[config.mk]
export PLATFORM = sky130hd
export DESIGN_NAME = load_register_flat
export DESIGN_NICKNAME = d
export VERILOG_FILES = /design/src/rtl/load_register_if.sv /design/src/rtl/load_register.sv /design/src/flat_wrapper.sv
export SDC_FILE = /design/constraint.sdc
export NUM_CORES = 1
export LEC_CHECK = 0
export ABC_AREA = 0
export CORE_ASPECT_RATIO = 0.8
export CORE_MARGIN = 1.5
export CORE_UTILIZATION = 46
export CTS_CLUSTER_SIZE = 14
export DETAILED_ROUTE_END_ITERATION = 12
export GPL_ROUTABILITY_DRIVEN = 0
export PLACE_DENSITY_LB_ADDON = 0.2
export SETUP_SLACK_MARGIN = 0.05
export SYNTH_ARGS = -nofsm -noshare
export SYNTH_HDL_FRONTEND = slang
export SYNTH_SLANG_ARGS = --single-unit
export TNS_END_PERCENT = 20
[constraint.sdc]
create_clock -name clk -period 3.6 [get_ports clk]
set_input_delay 0.36 -clock clk [delete_from_list [all_inputs] [get_ports clk]]
set_output_delay 0.36 -clock clk [all_outputs]
set_load 0.005 [all_outputs]
[src/rtl/load_register_if.sv]
// Bus bundle for load_register: capture data, controls and the registered outputs.
// The parity signal exists only when LOAD_REGISTER_PARITY_EN is defined.
interface load_register_if #(
  parameter int unsigned WIDTH = 16
);
  logic [WIDTH-1:0] in;
  logic             load;
  logic             clr;
  logic [WIDTH-1:0] out;
  logic             changed;
`ifdef LOAD_REGISTER_PARITY_EN
  logic             parity;
`endif

  // The producer side drives data and controls, and observes the stored value.
  modport master (
    output in,
    output load,
    output clr,
    input  out,
    input  changed
`ifdef LOAD_REGISTER_PARITY_EN
    , input parity
`endif
  );

  // The register side.
  modport slave (
    input  in,
    input  load,
    input  clr,
    output out,
    output changed
`ifdef LOAD_REGISTER_PARITY_EN
    , output parity
`endif
  );
endinterface

[src/rtl/load_register.sv]
// Parallel-load datapath register with synchronous clear and a one-cycle "changed" strobe.
// Optional registered even parity of the stored value, enabled by LOAD_REGISTER_PARITY_EN.
module load_register #(
  parameter int unsigned          WIDTH       = 16,
  parameter logic [WIDTH-1:0]     RESET_VALUE = '0
) (
  input  logic            clk,
  input  logic            rst_n,
  load_register_if.slave  bus
);

  logic [WIDTH-1:0] out_q, out_d;
  logic             changed_q, changed_d;
`ifdef LOAD_REGISTER_PARITY_EN
  logic             parity_q, parity_d;
`endif

  // Next-state: clr outranks load; with neither, the register holds, so an
  // undefined `in` cannot leak into the stored value unless load is high.
  always_comb begin
    // NOTE: every always_comb output gets a default first so no path leaves it unassigned (no latch).
    out_d = out_q;
    if (bus.clr) begin
      out_d = RESET_VALUE;
    end else if (bus.load) begin
      out_d = bus.in;
    end
    changed_d = (out_d != out_q);
`ifdef LOAD_REGISTER_PARITY_EN
    parity_d  = ^out_d;
`endif
  end

  // Reset is sampled on the clock edge and overrides clr/load on that edge.
  always_ff @(posedge clk) begin
    // NOTE: state flops use non-blocking assignments so all registers update together at the edge.
    if (!rst_n) begin
      out_q     <= RESET_VALUE;
      changed_q <= 1'b0;
`ifdef LOAD_REGISTER_PARITY_EN
      parity_q  <= ^RESET_VALUE;
`endif
    end else begin
      out_q     <= out_d;
      changed_q <= changed_d;
`ifdef LOAD_REGISTER_PARITY_EN
      parity_q  <= parity_d;
`endif
    end
  end

  assign bus.out     = out_q;
  assign bus.changed = changed_q;
`ifdef LOAD_REGISTER_PARITY_EN
  assign bus.parity  = parity_q;
`endif

endmodule

[src/flat_wrapper.sv]
// flat-port wrapper written by rule: the top's interface ports become plain ports
module load_register_flat 
#(
  parameter int unsigned          WIDTH       = 16,
  parameter logic [WIDTH-1:0]     RESET_VALUE = '0
)
  (clk, rst_n, bus_in, bus_load, bus_clr, bus_out, bus_changed);
  load_register_if #(.WIDTH(WIDTH)) bus_i ();
  input  logic clk;
  input  logic rst_n;
  input wire logic [$bits(bus_i.in)-1:0] bus_in;
  input wire logic [$bits(bus_i.load)-1:0] bus_load;
  input wire logic [$bits(bus_i.clr)-1:0] bus_clr;
  output wire logic [$bits(bus_i.out)-1:0] bus_out;
  output wire logic [$bits(bus_i.changed)-1:0] bus_changed;
  assign bus_i.in = bus_in;
  assign bus_i.load = bus_load;
  assign bus_i.clr = bus_clr;
  assign bus_out = bus_i.out;
  assign bus_changed = bus_i.changed;
  load_register #(.WIDTH(WIDTH), .RESET_VALUE(RESET_VALUE)) u_core (.clk(clk), .rst_n(rst_n), .bus(bus_i));
endmodule
# Word-level counts from Yosys, hierarchy flattened
# Cells that the tools add are included.
[totals]
reg_bits = 17
inputBits = 20
output_inout_bits = 17
word_cells = 5
[classes]
eq_ne = 1
n_mux = 2
[ops]
columns = ["operator", "count"]
rows = [
  ["$mux 16", 2],
  ["$ne 16x16->1", 1],
]

# Depth between registers and ports, before layout
[logic_depth]
depth_word = 3
ltp_mapped = 4
ltp_nobuf = 4

# Worst setup path before layout
# OpenSTA, ideal clock, no wires.
[synth_timing]
path_kind = "input to register"
startpoint = "input bus_in[15]"
endpoint = "register u_core.changed_q, in the netlist u_core.bus.changed"
setup_time_ps = 122
arrival_time_ps = 1213
required_ps = 3478
setup_slack_ps = 2265
stages = 4
n_path_buf = 0
cell_sequence = "nor2b_1 -> a2111oi_2 -> nand4_1 -> a311o_1"
[synth_via]
elab_chain_len = 3
[synth_lines]
columns = ["element", "line_no", "source"]
rows = [
  ["from (decl)", "flat_wrapper.sv:11", "input wire logic [$bits(bus_i.in)-1:0] bus_in;"],
  ["$mux 16", "load_register.sv:25", "end else if (bus.load) begin"],
  ["$mux 16", "load_register.sv:23", "if (bus.clr) begin"],
  ["$ne 16x16->1", "load_register.sv:28", "changed_d = (out_d != out_q);"],
  ["to (signal assigned)", "load_register.sv:45", "changed_q <= changed_d;"],
  ["to (decl)", "load_register.sv:13", "logic changed_q, changed_d;"],
]
# No other way between the ends.
# A chain may end at the register's enable or synchronous reset.

# Worst setup path in the final report
[layout_timing]
startpoint = "input bus_load"
endpoint = "register u_core.changed_q, in the netlist u_core.bus.changed"
[layout_via]
elab_chain_len = 3
[layout_lines]
columns = ["element", "line_no", "source"]
rows = [
  ["from (decl)", "flat_wrapper.sv:12", "input wire logic [$bits(bus_i.load)-1:0] bus_load;"],
  ["$mux 16", "load_register.sv:25", ""],
  ["$mux 16", "load_register.sv:23", ""],
  ["$ne 16x16->1", "load_register.sv:28", ""],
]
# No other way between the ends.

==> results.yml <==
outcome:
  status: "finished, final reports clean"
global_routing:
  grt_pass1_wl_microns: 3760
  top_usage_layer: "met2"
  use_met2_pct: 37.3
  overflow: 0
  antenna_found_initial: 0
  grt_max_degree: 17
  grt_use_met3_pct: 8.11
  track_usage_pct: 22.4
  grt_use_met1_pct: 26.9
  grt_pass1_vias: 838
synth:
  yosysUniqueCellTypes: 22
  synth_cells: 105
  synth-compound-area-share_pct: 16.1
  syn_nets: 125
  synth_top_family_by_area: "simple AND/OR/NAND/NOR gates"
  synthAdderAreaFrac_pct: 0
  ys_ff_latch: 17
  syn-cell-area_sq_um: 971
  synth.avg_cell_area_sq_um: 9.25
  synth_simple_gate_area_share_pct: 28.6
  synthTopCellsByArea: "dfxtp_1, mux2i_1, nor2b_1"
  ys.warnings.count: 0
  yosys-mux-area-fraction_pct: 16.5
  yosysTopAreaCell: "dfxtp_1"
  seq_area_frac_synth_pct: 35.1
  synth-xor-area-share_pct: 0
  synth_top_area_share_pct: 35.1
placed_design:
  io_buffers: 36
  post-place-ws_ns: 1.51
  placed_cells: 163
routing:
  drt-total-wl_microns: 2360
  detail-route-antenna-nets: 0
  vias_per_cell: 5.13
  wire_per_inst_microns: 14.1
  vias: 857
  dr.pass1.iters: 4
  drc_errors: 0
  drt-initial-drc-count: 7
flow_run:
  drv_cap: 0
cts:
  cts_root_buf: "clkbuf_4"
  cts_resized: 0
  clock_latency_ns: 0.29
  clock_path_buffers: 2
  cts.clk_slew.worst_paths_ns: 0.10
  post_cts_buffers: 0
  ctsHoldBuffers: 0
  cts_sinks: 17
  cts_max_level: 1
  numCtsBuffers: 3
  cts_tree: "done"
sta:
  fin_skew_ns: 0.00454
  setup_ws_ns: 1.82
  hold_violations: 0
  relSlewSlack_pct: 60.4
  worstMarginPinSlew_ns: 0.591
  fin_crit_sh_pct: 49.5
  fin_crit_ns: 1.78
  rsz0062_at_grt: "false"
  fmax_mhz: 561
  hold-worst-slack_ns: 0.549
  setup_viol: 0
  slew_viol_final: 0
  setup_tns_ns: 0
worst_setup_path:
  critPathKind: "primary input to register"
  critPathCaptureType: "register"
  crit_arrival_ns: 1.97
  worstSetupStartpointType: "primary input"
  cp_data_required_time_ns: 3.79
  critical_path_peak_fanout: 13
cells_and_area:
  final_common_cell: "clkdlybuf4s50_1"
  final_cells: 167
  n_fill_cell: 152
  layout_common_cells: "clkdlybuf4s50_1, nor2_1, dfxtp_1, mux2i_1, nor2b_1"
  drive_above_1_share_pct: 7.69
  n_antenna_cell: 0
  nets: 164
  areaGrowthSynthToFinish_pct: 42.3
power:
  internal_power_mw: 0.294
  leakage_nw: 0.546
  power_density_nw_per_um2: 287
  sequentialPowerShare_pct: 51.2
  power_switching_mw: 0.103
  clkPwrFrac_pct: 25.7
  sw_frac_of_total_pct: 25.9
  max-vdd-ir-drop_v: 0.000332
  pwr-share-comb_pct: 23.1
min_path:
  hold_path.class: "register to register"
floorplan:
  die_area_sq_um: 2400
  ioPinCount: 37
  dieWidth_microns: 54.4
  core_area_sq_um: 1930
  initial_core_util_pct: 50.4
  die_h_microns: 44.1
  fp-row-count: 14
==> area by class of cell <==
cell class,count,area [sq um],share of cell area [%]
clock buffers,4,26.3,1.90
repair buffers,37,368,26.6
inverters,6,22.5,1.63
well taps,24,30.0,2.17
multi-input cells,79,594,43.0
flip-flops and latches,17,340,24.6
==> worst paths after layout <==
path                startpoint                  to  slack [ns]  cells after the start
max                   bus_load  u_core.bus.changed        1.82                      5
min          u_core.bus.out[0]   u_core.bus.out[0]        0.55                      2
max reg2reg  u_core.bus.out[7]  u_core.bus.changed        2.04                      4
min reg2reg  u_core.bus.out[0]   u_core.bus.out[0]        0.55                      2
==> logic make-up after synthesis <==
kind of cell           count (synthesis)
AO/OA/AOI/OAI                         14
buffers and inverters                  9
flip-flops                            17
multiplexers                          16
AND/OR/NAND/NOR                       49
==> routing by layer <==
| layer | vias up | wire length, microns |
|---|---|---|
| met4 | 0 | 19 |
| met3 | 2 | 122 |
| li1 | 445 | - |
| met1 | 390 | 1100 |
| met2 | 20 | 1120 |
| met5 | - | 0 |
==> cells in the mapped netlist <==
| library cell | count |
|---|---|
| a31oi_1 | 1 |
| or2b_2 | 1 |
| o21ai_0 | 3 |
| nor2b_4 | 2 |
| nor4_1 | 3 |
| a41o_1 | 1 |
| clkbuf_1 | 1 |
| nand4_1 | 1 |
| buf_2 | 2 |
| nor2b_1 | 14 |
| nand2_1 | 2 |
| a2111oi_4 | 1 |
| a2111oi_2 | 3 |
| nor2_1 | 17 |
| dfxtp_1 | 17 |
| inv_1 | 6 |
| mux2i_1 | 16 |
| a41oi_1 | 1 |
| o2111a_1 | 3 |
| and2b_1 | 1 |
| a311o_1 | 1 |
| nand2b_1 | 8 |
==> power groups by stage <==
stage / clock network, mW / logic (mW) / registers, mW
5_1_grt: 0.116 / 0.0991 / 0.204
3_3_place_gp: 0 / 0.0895 / 0.207
4_1_cts: 0.107 / 0.0922 / 0.203
3_5_place_dp: 0 / 0.0915 / 0.208
6_report: 0.102 / 0.0918 / 0.203
2_1_floorplan: 0 / 0.0428 / 0.207
==> critical path: stages <==
cell	delay, ns
clkdlybuf4s50_1	0.71
nor2b_1	0.27
o21ai_0	0.17
a41oi_1	0.16
a311o_1	0.30
==> registers in the layout, summed over array words and instances (netlist names) <==
name	count
u_core.bus.changed	1
u_core.bus.out	16
==> stage by stage <==
stage	cell area [sq um]	util, %	power, mW
2_1_floorplan	971	-	0.250
3_3_place_gp	1360	70.3	0.297
3_5_place_dp	1360	70.3	0.299
4_1_cts	1380	71.7	0.402
5_1_grt	1380	71.7	0.420
6_report	1380	71.7	0.397
No activity file was read; power rests on OpenSTA's default activity.
